File: config.mk
export PLATFORM = sky130hd
export DESIGN_NAME = sonar_scan_sched
export DESIGN_NICKNAME = d
export VERILOG_FILES = /design/src/rtl/sonar_scan_sched.sv
export SDC_FILE = /design/constraint.sdc
export NUM_CORES = 1
export LEC_CHECK = 0
export ABC_CLOCK_PERIOD_IN_PS = 19700
export CAP_MARGIN = 20
export CORE_MARGIN = 10
export CORE_UTILIZATION = 62
export CTS_CLUSTER_SIZE = 40
export DETAILED_ROUTE_END_ITERATION = 6
export PLACE_DENSITY = 0.93
export SLEW_MARGIN = 20
export SYNTH_ARGS = -nofsm -noshare
export SYNTH_HDL_FRONTEND = slang
export SYNTH_SLANG_ARGS = --single-unit
File: constraint.sdc
create_clock -name CLK -period 19.7 [get_ports CLK]
set_input_delay 3.94 -clock CLK [delete_from_list [all_inputs] [get_ports CLK]]
set_output_delay 3.94 -clock CLK [all_outputs]
set_load 0.01 [all_outputs]
File: src/rtl/sonar_scan_sched.sv
// rtl/sonar_scan_sched.sv - round-robin ultrasonic ranger scheduler with divider-free cm conversion
// One sensor fires per fixed slot; a full scan publishes all distances plus the nearest obstacle.
module sonar_scan_sched #(
  parameter int         N_SENS     = 5,
  parameter int         TRIG_TICKS = 2,
  parameter int         SLOT_TICKS = 3000,
  parameter int         MAX_CM     = 400,
  parameter logic [8:0] NO_ECHO    = 9'h1FF
) (
  input  logic                CLK,
  input  logic                RST_N,
  input  logic                EN,
  input  logic [N_SENS-1:0]   ECHO,
  output logic [N_SENS-1:0]   TRIG,
  output logic [9*N_SENS-1:0] DIST_ALL,
  output logic [2:0]          MIN_ID,
  output logic [8:0]          DISTANCE,
  output logic                FRAME_VALID,
  output logic                BUSY
);
  localparam int CW = $clog2(SLOT_TICKS);
  localparam int SW = (N_SENS > 1) ? $clog2(N_SENS) : 1;

  typedef enum logic [2:0] {S_IDLE, S_TRIG, S_LISTEN, S_MEASURE, S_HOLD} state_t;

  state_t              state_q, state_d;
  logic [CW-1:0]       slot_q, slot_d;
  logic [SW-1:0]       sel_q, sel_d;
  logic [5:0]          acc_q, acc_d;
  logic [8:0]          cm_q, cm_d;
  logic [N_SENS-1:0]   sync1_q, sync2_q, prev_q;
  logic [8:0]          shadow_q [N_SENS];
  logic [8:0]          shadow_d [N_SENS];
  logic [9*N_SENS-1:0] dist_q, dist_d;
  logic [2:0]          min_id_q, min_id_d;
  logic [8:0]          distance_q, distance_d;
  logic                fv_q, fv_d;

  logic       echo_now, echo_prev, slot_end, last_slot, commit;
  logic [6:0] acc_sum;
  logic [8:0] cm_inc;
  logic [8:0] best_val;
  logic [2:0] best_id;

  assign echo_now  = sync2_q[sel_q];
  assign echo_prev = prev_q[sel_q];
  assign slot_end  = (slot_q == CW'(SLOT_TICKS - 1));
  assign last_slot = (sel_q == SW'(N_SENS - 1));
  assign acc_sum   = {1'b0, acc_q} + 7'd10;
  assign cm_inc    = (cm_q == 9'h1FF) ? cm_q : cm_q + 9'd1;

  always_ff @(posedge CLK or negedge RST_N) begin
    if (!RST_N) begin
      state_q    <= S_IDLE;
      slot_q     <= '0;
      sel_q      <= '0;
      acc_q      <= '0;
      cm_q       <= '0;
      sync1_q    <= '0;
      sync2_q    <= '0;
      prev_q     <= '0;
      for (int i = 0; i < N_SENS; i++) shadow_q[i] <= NO_ECHO;
      dist_q     <= {N_SENS{NO_ECHO}};
      min_id_q   <= '0;
      distance_q <= NO_ECHO;
      fv_q       <= 1'b0;
    end else begin
      state_q    <= state_d;
      slot_q     <= slot_d;
      sel_q      <= sel_d;
      acc_q      <= acc_d;
      cm_q       <= cm_d;
      sync1_q    <= ECHO;
      sync2_q    <= sync1_q;
      prev_q     <= sync2_q;
      for (int i = 0; i < N_SENS; i++) shadow_q[i] <= shadow_d[i];
      dist_q     <= dist_d;
      min_id_q   <= min_id_d;
      distance_q <= distance_d;
      fv_q       <= fv_d;
    end
  end

  always_comb begin
    state_d = state_q;
    slot_d  = slot_q;
    sel_d   = sel_q;
    acc_d   = acc_q;
    cm_d    = cm_q;
    commit  = 1'b0;
    for (int i = 0; i < N_SENS; i++) shadow_d[i] = shadow_q[i];
    if (!EN) begin
      state_d = S_IDLE;
      slot_d  = '0;
      sel_d   = '0;
      for (int i = 0; i < N_SENS; i++) shadow_d[i] = NO_ECHO;
    end else if (state_q == S_IDLE) begin
      state_d = S_TRIG;
      slot_d  = '0;
      sel_d   = '0;
    end else begin
      slot_d = slot_q + CW'(1);
      case (state_q)
        S_TRIG: if (slot_q == CW'(TRIG_TICKS - 1)) state_d = S_LISTEN;
        // The edge cycle is already the first high tick, so it is accumulated on entry.
        S_LISTEN: if (echo_now && !echo_prev) begin
          state_d = S_MEASURE;
          acc_d   = 6'd10;
          cm_d    = '0;
        end
        S_MEASURE: begin
          if (echo_now) begin
            if (acc_sum >= 7'd58) begin
              acc_d = 6'(acc_sum - 7'd58);
              cm_d  = cm_inc;
            end else begin
              acc_d = acc_sum[5:0];
            end
          end else begin
            shadow_d[sel_q] = (cm_q > 9'(MAX_CM)) ? NO_ECHO : cm_q;
            state_d         = S_HOLD;
          end
        end
        default: ;
      endcase
      if (slot_end) begin
        if (state_q == S_LISTEN || state_q == S_MEASURE) shadow_d[sel_q] = NO_ECHO;
        state_d = S_TRIG;
        slot_d  = '0;
        if (last_slot) begin
          sel_d  = '0;
          commit = 1'b1;
        end else begin
          sel_d = sel_q + SW'(1);
        end
      end
    end
  end

  // Nearest search runs on the next-shadow view so the last slot's result joins the frame.
  always_comb begin
    dist_d     = dist_q;
    min_id_d   = min_id_q;
    distance_d = distance_q;
    fv_d       = commit;
    best_val   = NO_ECHO;
    best_id    = '0;
    for (int i = 0; i < N_SENS; i++) begin
      if (shadow_d[i] != NO_ECHO && shadow_d[i] < best_val) begin
        best_val = shadow_d[i];
        best_id  = 3'(i + 1);
      end
    end
    if (commit) begin
      for (int i = 0; i < N_SENS; i++) dist_d[9*i +: 9] = shadow_d[i];
      min_id_d   = best_id;
      distance_d = best_val;
    end
  end

  always_comb begin
    TRIG = '0;
    if (state_q == S_TRIG) TRIG[sel_q] = 1'b1;
    BUSY = (state_q != S_IDLE);
  end

  assign DIST_ALL    = dist_q;
  assign MIN_ID      = min_id_q;
  assign DISTANCE    = distance_q;
  assign FRAME_VALID = fv_q;
endmodule
* Word level (Yosys, flattened, before mapping)
Index checks and enable logic that the tools add are counted.
Storage, ports and cells: output and inout port bits 64, memories 0, word-level logic and storage cells 129, bits in read-only memories 0, RAM bits 0, latch bits 0, flip-flop bits (word level) 151, input port bits 8
Cells by class: order comparisons 11, divide/modulo/power cells 0, bitwise operators 3, equality and inequality tests 21, multiply operators 0, reduce and logical (&&, ||, !) cells 16, add/sub/neg operators 5, multiplexer cells 56, shifts and indexed selects 0
Operator list (count):
- $mux 45 | 8
- $mux 9 | 11
- $bwmux 45 | 1
- $ne 9x9->1 const B | 5
- $or 45x45->45 | 1
- $mux 3 | 14
- $lt 9x9->1 | 4
- $mux 12 | 3
- $demux 9 s3 | 1
- $mux 6 | 3
- $pmux 9 s2 | 1
- $ne 5x5->1 const B | 3
- $add 12x1->12 const B | 1
- $eq 12x1->1 const B | 1
- $eq 12x12->1 const B | 1
- $pmux 6 s2 | 1
- $add 9x1->9 const B | 1
- $eq 9x9->1 const B | 1
- $gt 9x9->1 const B | 1
- $lt 9x9->1 const B | 1
- $pmux 3 s3 | 1
- $logic_and 1x1->1 | 8
- $mux 1 | 8
- $ne 2x2->1 const B | 4
- other kinds (26) | 28

* Logic depth before layout (Yosys ltp)
Gate-level depths: netlist of the first run.
word-level depth 30, depth in mapped cells 46

* Least setup slack after synthesis of the first run
No wires, ideal clock.
kind input to register, start point in EN, end point reg min_id_q[1], in the netlist MIN_ID[1], path slack 7896 ps, buffers on the path 2, data arrival time 11683 ps, setup time 122 ps, data required time 19578 ps, stages 39, cell sequence clkinv_1 > nor2_1 > o211ai_1 > ha_1 > a211oi_1 > nor2_1 > a211oi_1 > nand2_1 > nor3_4 > mux2_2 > inv_1 > ha_1 > nand4_1 > nor2_1 > a21oi_1 > a21oi_1 > nor2_1 > nand3_2 > [3 not listed] > o21bai_1 > a211oi_1 > o21ai_0 > or2_2 > nor3b_4 > nor2_2 > buf_2 > and2_1 > o21bai_1 > ha_1 > a21o_1 > a21o_1 > a21oi_1 > o21ai_0 > a41oi_1 > o311ai_4 > buf_4 > a32o_1
RTL lines:
- start, declared | RTL line 12 | input logic EN,
- end signal, assigned | RTL line 78 | min_id_q <= min_id_d;
- end, declared | RTL line 35 | logic [2:0] min_id_q, min_id_d;

==> results of run 1 <==
cell type report:
cell class                 count  share of cell area
clock buffer                  26              0.0533
clock inverter                 6             0.00969
inverter                      39              0.0153
multi-input combinational    631               0.415
sequential                   150               0.406
tap                          172              0.0225
timing repair buffer          76              0.0785
per-stage QoR:
step	cell area (um^2)	hold slack (ns)	setup slack (ns)
after global routing	9550	0.349	5.28
after CTS	9550	0.347	6.27
after floorplan	8160	0.331	7.90
final	9550	0.346	6.10
after detailed placement	8950	0.335	5.84
after global placement	8950	0.334	6.11
power by group:
group,total [mW],switching (mW),internal [mW]
Combinational,0.0881,0.0562,0.0318
Clock,0.330,0.126,0.204
Sequential,0.332,0.0132,0.318
critical path, delay by kind of cell:
kind / cells / cell delay (ns)
and+or+nand+nor: 13 / 3.27
adders and majority gates: 4 / 1.30
AOI/OAI and AO/OA: 16 / 3.55
buffers and inverters: 2 / 1.19
muxes: 2 / 0.70
routing by layer:
metal | GRT usage | vias up
met5 | 0 | -
met4 | 0.0985 | 0
met3 | 0.0720 | 56
met2 | 0.381 | 334
met1 | 0.333 | 3304
li1 | - | 3175
cells by family after synthesis:
family | share of synthesized area
adder cells (fa/ha/maj) | 0.0644
multiplexers | 0.0371
flip-flops | 0.475
XOR/XNOR | 0.0161
buffers and inverters | 0.0391
AND/OR/NAND/NOR | 0.196
AO/OA/AOI/OAI | 0.172
worst min path at each step:
stage	from	to	slack (ns)	depth (start not counted)
3_3_place_gp	sync1_q[3]	sync2_q[3]	0.33	0
3_5_place_dp	sync1_q[1]	sync2_q[1]	0.33	0
6_report	sync1_q[0]	sync2_q[0]	0.35	0
4_1_cts	sync1_q[0]	sync2_q[0]	0.35	0
2_1_floorplan	sync1_q[0]	sync2_q[0]	0.33	0
5_1_grt	sync1_q[1]	sync2_q[1]	0.35	0
placed cells by master, fill, tap and decap left out, types with 6 or more instances in the layout:
master,instances
nand2_1,156
dfstp_2,99
nor2_1,76
clkdlybuf4s50_1,70
o21ai_0,55
dfrtp_1,51
ha_1,42
inv_1,38
a21oi_1,34
o211ai_1,28
nand4_1,23
mux2i_1,19
clkbuf_16,17
nand3_1,16
and3_1,10
mux2_2,10
a211oi_1,10
a31oi_1,10
nor3_1,8
xnor2_1,8
a21o_1,8
o32ai_1,7
xor2_1,7
and2_1,6
o21a_1,6
nand2b_1,6
sequential cells by signal (all words and copies together), names as in the netlist:
signal,flops
DIST_ALL,45
shadow_q,45
slot_q,12
DISTANCE,9
cm_q,9
acc_q,5
prev_q,5
sync1_q,5
sync2_q,5
MIN_ID,3
sel_q,3
state_q,3
FRAME_VALID,1
==> flow_summary.toml, run 1 <==
[worst_setup_path]
crit_slowest_cell = "clkdlybuf4s50_1"
cp_common_cell = "a211oi_1"
start_kind = "input pin"
crit_start = "EN"
reg2reg_to = "DISTANCE[4]"
criticalPathCategory = "in -> reg"
r2r-start = "slot_q[0]"
crit_path_end = "DISTANCE[4]"
r2r_slack_ns = 9.22
critical_path_arrival_ns = 13.97
critPathMaxFanout = 15
cp_slowest_stage_delay_ns = 0.80
crit_required_ns = 20.07
endpoint_kind = "flip-flop"
rr_worst_depth = 40

[drt]
wl_um = 22300
dr_total_vias = 6869
dr.pass1.iters = 7
drt_iter0_markers = 813
drt-met1-wl_um = 9650
via_per_inst = 6.24
top_layer = "met4"
antenna_left = 0
drc = 3
wl_met3_um = 1940
met2WireLength_um = 10100
post_drt_wl_per_cell_um = 20.2

[timing]
worstMarginPinSlew_ns = 0.913
fin_skew_ns = 0.0130
max_freq_mhz = 73.5
rsz0062_at_grt = "false"
period_share = 0.691
period_minus_slack_ns = 13.60
finalMaxSlewViolations = 0
fin_setup_tns_ns = 0
max_slew_margin = 0.391
hold_viol_final = 0
finalSetupViolations = 0

[logic_synthesis]
synth_cell_types = 73
synth_nets = 910
yosysSeqAreaShare = 0.475
synth_seq_cells = 150
yosys_most_used_dff = "dfstp_2"
syn_inst = 860
syn_area_um2 = 8160
yosysMostFrequentCell = "nand2_1"
synth_edf_count = 0
synth_area_leaders = "dfstp_2 (32%), dfrtp_1 (16%), nand2_1 (7.2%)"
synth_warnings = 0
syn_avg_cell_area_um2 = 9.49
synth_top_area_frac = 0.319
synth_common_cells = "nand2_1 (156), dfstp_2 (99), nor2_1 (76)"
synth-async-reset-ratio = 1.00
synth_top_area_cell = "dfstp_2"

[placement]
dp_cells = 1068
port_buffers = 71
dpl.hpwl_um = 15800
place_congestion = 0.991

[global_routing]
overflow = 0
track_usage = 0.252
grt_max_degree = 77
grt_pass1_vias = 6718
antenna_found_initial = 0
grt_pass1_wl_um = 36200

[outcome]
status = "finished with violations"
failed_checks = "design-rule violations"

[floorplanning]
num_rows = 41
io_pins = 72
dieArea_um2 = 18100
initial_core_util = 0.639
coreArea_um2 = 12800
die_h_um = 135
die_w_um = 135

[layout]
area_delta_synth_final_pct = 17.1
drive_gt1_frac = 0.175
multiInputGateArea_um2 = 3960
n_fill_cell = 868
finalNetCount = 965
regArea_um2 = 3880
final_util = 0.748
diodes = 0
final_cell_count_no_fill = 1100

[clock_network]
numCtsBuffers = 17
ctsResizeCount = 0
cts.hold.buffers_added = 0
clk_latency_ns = 0.43
h-tree-depth = 4
clockRootBuffer = "clkbuf_16"
cts_setup_buffers = 0
clk_path_buf_depth = 2
cts.sinks = 150
clk_pin_slew_worst_paths_ns = 0.07
tritoncts = "done"

[power_and_ir_drop]
vdd_ir_drop_max_mv = 0.0719
total_power_uw = 749
power_density_nw_per_um2 = 78.4
power.static_leakage_nw = 4.18

[flow_run]
drv_cap = 0

[min_path]
hp-class = "reg -> reg"
Note: power is estimated with default switching activity, not from simulation.
==> inputs of run 2 (changes only) <==
--- a/config.mk
+++ b/config.mk
@@ -5,13 +5,13 @@
 export SDC_FILE = /design/constraint.sdc
 export NUM_CORES = 1
 export LEC_CHECK = 0
-export ABC_CLOCK_PERIOD_IN_PS = 19700
+export ABC_CLOCK_PERIOD_IN_PS = 13900
 export CAP_MARGIN = 20
 export CORE_MARGIN = 10
-export CORE_UTILIZATION = 62
+export CORE_UTILIZATION = 58
 export CTS_CLUSTER_SIZE = 40
 export DETAILED_ROUTE_END_ITERATION = 6
-export PLACE_DENSITY = 0.93
+export PLACE_DENSITY = 0.88
 export SLEW_MARGIN = 20
 export SYNTH_ARGS = -nofsm -noshare
 export SYNTH_HDL_FRONTEND = slang
==> constraint.sdc (replaced) <==
create_clock -name CLK -period 13.9 [get_ports CLK]
set_input_delay 2.78 -clock CLK [delete_from_list [all_inputs] [get_ports CLK]]
set_output_delay 2.78 -clock CLK [all_outputs]
set_load 0.01 [all_outputs]
==> run 2 against run 1 <==
The flow now finishes without violations. Cell count rose by 0.73%. Critical path depth rose by 1. Via count fell by 0.19%. Global-route usage fell by 2.3 points. Flip-flop and latch count did not move. Core utilization fell by 5.2 points. Combinational power rose by 40%. Design area rose by 0.72%. Count of clock-buffer cells in the layout fell by 4. Worst setup slack got worse by 4.8 ns. Hold slack barely moved. Largest cell class unchanged.
==> flow_summary.toml, run 2 (synthesis gave the netlist of run 1 again) <==
[flow_run]
drv_cap = 0

[clock_network]
h-tree-depth = 4
numCtsBuffers = 17
ctsResizeCount = 0
clk_path_buf_depth = 2
cts.sinks = 150
cts_setup_buffers = 0
cts.hold.buffers_added = 0
tritoncts = "done"
clockRootBuffer = "clkbuf_16"
clk_latency_ns = 0.43
clk_pin_slew_worst_paths_ns = 0.06

[global_routing]
track_usage = 0.228
antenna_found_initial = 0
top_usage_layer = "met2"
grtUsageMet3 = 0.0500
grt_pass1_vias = 6592
grt_pass1_wl_um = 35700
use_met2 = 0.350
overflow = 0
grt_max_degree = 79
grtUsageMet1 = 0.306

[layout]
finalNetCount = 965
fin_area_um2 = 9620
drive_gt1_frac = 0.177
final_common_cell = "nand2_1"
diodes = 0
final_util = 0.696
area_delta_synth_final_pct = 17.9
final_cell_mix = "nand2_1 (156), dfstp_2 (99), nor2_1 (76)"
final_cell_count_no_fill = 1108

[timing]
holdWs_ns = 0.346
hold_viol_final = 0
fin_skew_ns = 0.00743
max_slew_margin = 0.347
worstMarginPinSlew_ns = 0.979
period_share = 0.903
period_minus_slack_ns = 12.56
fin_setup_tns_ns = 0
finalMaxSlewViolations = 0
finalSetupViolations = 0
max_freq_mhz = 79.6
rsz0062_at_grt = "false"

[outcome]
status = "finished, final reports clean"

[placement]
dp_cells = 1076
dpl.hpwl_um = 15600
port_buffers = 71
place_congestion = 0.944
dpl_cell_area_um2 = 8970

[floorplanning]
die_h_um = 139
dieArea_um2 = 19200
coreArea_um2 = 13800
io_pins = 72
num_rows = 43
die_w_um = 139
initial_core_util = 0.590

[drt]
dr_total_vias = 6856
drc = 0
dr.pass1.iters = 5
wl_um = 22200
antenna_left = 0
via_per_inst = 6.19
post_drt_wl_per_cell_um = 20.0
drt_iter0_markers = 841

[worst_setup_path]
critPathMaxFanout = 15
endpoint_kind = "flip-flop"
start_kind = "input pin"
crit_required_ns = 14.26
cp_slowest_stage_delay_ns = 0.80
cp_common_cell = "ha_1"
criticalPathCategory = "in -> reg"
critical_path_arrival_ns = 12.91
crit_slowest_cell = "clkdlybuf4s50_1"

[power_and_ir_drop]
power_density_nw_per_um2 = 114
power.static_leakage_nw = 4.20
vdd_ir_drop_max_mv = 0.0890

[min_path]
hp-class = "reg -> reg"
[run 2: cell types whose count changed in the layout (fill, tap and decap cells not counted)]
cell	before	now
clkinv_4	2	1
inv_6	0	1
clkbuf_1	4	3
a311oi_1	2	1
clkbuf_8	5	0
clkbuf_16	17	19
bufinv_16	2	4
clkinvlp_4	2	4
a311oi_2	0	1
[run 2: worst paths after layout]
path	from	to	slack, ns	depth (start not counted)
max	EN	DISTANCE[4]	1.34	38
min	sync1_q[4]	sync2_q[4]	0.35	0
max reg2reg	cm_q[7]	DISTANCE[4]	3.25	38
min reg2reg	sync1_q[4]	sync2_q[4]	0.35	0
max in group asynchronous	RST_N	cm_q[5]	10.18	2
min in group asynchronous	RST_N	sel_q[2]	2.33	1
[run 2: final cells by class]
class	count	area (um^2)
sequential	150	3880
tap	180	225
clock inverter	10	168
timing repair buffer	76	749
multi-input combinational	631	3970
clock buffer	22	487
inverter	39	146
fill	951	4210
[run 2: metrics by stage]
| step | setup WS [ns] | total power [mW] |
|---|---|---|
| floorplan | 3.26 | 0.551 |
| global placement | 1.56 | 0.594 |
| detailed placement | 1.23 | 0.596 |
| CTS | 1.64 | 1.10 |
| global route | 0.629 | 1.14 |
| finish | 1.34 | 1.10 |
[run 2: critical path, delay by kind of cell]
| kind | cells | cell delay, ns |
|---|---|---|
| adders and majority gates | 4 | 1.28 |
| AOI/OAI and AO/OA | 19 | 4.01 |
| and+or+nand+nor | 12 | 3.21 |
| muxes | 1 | 0.39 |
| buffers and inverters | 2 | 1.20 |
[run 2: report_power, final]
group,internal (mW),switching [mW],total [mW]
clock,0.323,0.185,0.508
sequential,0.451,0.0189,0.470
combinational,0.0438,0.0789,0.123
total,0.818,0.283,1.10
[run 2: layer usage]
metal,routed length [um],vias up,share of wire
li1,-,3173,-
met1,9590,3305,0.43
met2,10200,332,0.46
met3,1800,46,0.081
met4,584,0,0.026
met5,0,-,0
==> inputs of run 3 (changes only) <==
--- a/config.mk
+++ b/config.mk
@@ -5,8 +5,9 @@
 export SDC_FILE = /design/constraint.sdc
 export NUM_CORES = 1
 export LEC_CHECK = 0
+export ABC_AREA = 1
 export ABC_CLOCK_PERIOD_IN_PS = 13900
-export CAP_MARGIN = 20
+export CAP_MARGIN = 25
 export CORE_MARGIN = 10
 export CORE_UTILIZATION = 58
 export CTS_CLUSTER_SIZE = 40
==> run 3 against run 2 <==
Clock power down 12%. Core utilization up 0.20 points. Largest cell class is now registers. Clock skew about the same.
==> flow_summary.toml, run 3 <==
[placement]
place_congestion = 0.956
dp_cells = 1219
dp_slack_ns = 2.93
dpl.hpwl_um = 15300
port_buffers = 71

[power_and_ir_drop]
power_density_nw_per_um2 = 136
p_sw_uw = 444
internal_power_uw = 865
power.static_leakage_nw = 4.60
switching_share = 0.339
vdd_ir_drop_max_mv = 0.105
clkPwrFrac = 0.340
pwr-share-comb = 0.268
pwr-share-seq = 0.392

[min_path]
hold_start = "sync1_q[3]"
min_to = "sync2_q[3]"
hold-path-cell-count = 0
hp-class = "reg -> reg"

[floorplanning]
die_w_um = 139
num_rows = 43
io_pins = 72
initial_core_util = 0.591
dieArea_um2 = 19200
coreArea_um2 = 13800
die_h_um = 139

[global_routing]
overflow = 0
grt_pass1_wl_um = 35900
track_usage = 0.224
grt_pass1_vias = 7107
grt_max_degree = 79
antenna_found_initial = 0

[logic_synthesis]
synth_top_area_cell = "dfstp_2"
synth_nets = 1037
yosysSeqAreaShare = 0.474
synth_cell_types = 50
syn_avg_cell_area_um2 = 8.29
synth_edf_count = 0
syn_area_um2 = 8180
yosys_most_used_dff = "dfstp_2"
synth_common_cells = "nand2_1 (282), dfstp_2 (99), inv_1 (97)"
synth_warnings = 0
synth_area_leaders = "dfstp_2 (32%), dfrtp_1 (16%), nand2_1 (13%)"
synth-async-reset-ratio = 1.00
yosysMostFrequentCell = "nand2_1"
syn_inst = 987
synth_top_area_frac = 0.318
synth_seq_cells = 150

[worst_setup_path]
cp_slowest_stage_delay_ns = 0.83
rr_worst_depth = 42
start_kind = "input pin"
reg2reg_to = "DISTANCE[2]"
endpoint_kind = "flip-flop"
criticalPathCategory = "in -> reg"
critical_path_arrival_ns = 11.20
path_buf_inv = 4
path_delay_family = "compound AO/OA/AOI/OAI gates"
crit_slowest_cell = "clkdlybuf4s50_1"
r2r_slack_ns = 4.86
r2r-start = "state_q[2]"
critPathMaxFanout = 20
crit_required_ns = 14.27

[timing]
period_minus_slack_ns = 10.83
setup_ws_ns = 3.07
period_share = 0.779
max_slew_margin = 0.336
finalSetupViolations = 0
holdWs_ns = 0.349
hold_viol_final = 0
max_freq_mhz = 92.4
rsz0062_at_grt = "false"
fin_setup_tns_ns = 0
worstMarginPinSlew_ns = 0.988
fin_skew_ns = 0.00753
finalMaxSlewViolations = 0

[clock_network]
clockRootBuffer = "clkbuf_16"
cts.sinks = 150
ctsResizeCount = 0
h-tree-depth = 4
cts_setup_buffers = 0
clk_path_buf_depth = 2
clk_pin_slew_worst_paths_ns = 0.06
cts.hold.buffers_added = 0
clk_latency_ns = 0.43
tritoncts = "done"
numCtsBuffers = 17

[drt]
antenna_left = 0
drt_iter0_markers = 816
dr.pass1.iters = 6
via_per_inst = 5.82
post_drt_wl_per_cell_um = 17.5
drc = 0
dr_total_vias = 7294
wl_um = 22000

[layout]
finalNetCount = 1110
diodes = 0
final_cell_count_no_fill = 1253
n_fill_cell = 1045
final_cell_mix = "nand2_1 (282), dfstp_2 (99), inv_1 (97)"
final_common_cell = "nand2_1"
area_delta_synth_final_pct = 18.0
drive_gt1_frac = 0.174

[outcome]
status = "finished, final reports clean"

[flow_run]
drv_cap = 0
[run 3: worst max-delay path by stage]
stage | from | to | cells after the start
2_1_floorplan | EN | DISTANCE[1] | 47
3_3_place_gp | EN | DISTANCE[7] | 39
3_5_place_dp | EN | DISTANCE[8] | 39
4_1_cts | EN | DISTANCE[2] | 38
5_1_grt | EN | DISTANCE[2] | 39
6_report | EN | DISTANCE[2] | 39
[run 3: stage by stage]
stage / utilization / area (um^2) / total power, mW
2_1_floorplan: - / 8180 / 0.739
3_3_place_gp: 0.653 / 9030 / 0.841
3_5_place_dp: 0.653 / 9030 / 0.854
4_1_cts: 0.694 / 9600 / 1.30
5_1_grt: 0.698 / 9650 / 1.37
6_report: 0.698 / 9650 / 1.31
[run 3: final cells by class]
class | instances | area (um^2) | share of cell area
Clock buffer | 21 | 470 | 0.0488
Clock inverter | 11 | 97.6 | 0.0101
Inverter | 106 | 399 | 0.0414
Multi-Input combinational cell | 708 | 3790 | 0.393
Sequential cell | 150 | 3880 | 0.402
Tap cell | 180 | 225 | 0.0233
Timing Repair Buffer | 77 | 790 | 0.0818
[run 3: power groups by stage]
stage / Combinational, mW / Sequential, mW / Clock, mW
after floorplan: 0.225 / 0.514 / 0
after global placement: 0.326 / 0.516 / 0
after detailed placement: 0.337 / 0.517 / 0
after CTS: 0.343 / 0.512 / 0.449
after global routing: 0.388 / 0.517 / 0.468
final: 0.351 / 0.513 / 0.446
[run 3: kinds of logic after synthesis]
family	after synthesis	synth area share
compound gates	154	0.111
xor+xnor	5	0.00535
fa+ha+maj	42	0.0643
buf+inv	129	0.0636
flops	150	0.474
simple gates	507	0.281
[run 3: per-layer routing]
layer	global-route usage	vias to the layer above	wire, um	part of all wire
li1	-	3441	-	-
met1	0.274	3421	8930	0.41
met2	0.368	358	10700	0.49
met3	0.0473	74	1630	0.074
met4	0.109	0	740	0.034
met5	0	-	0	0
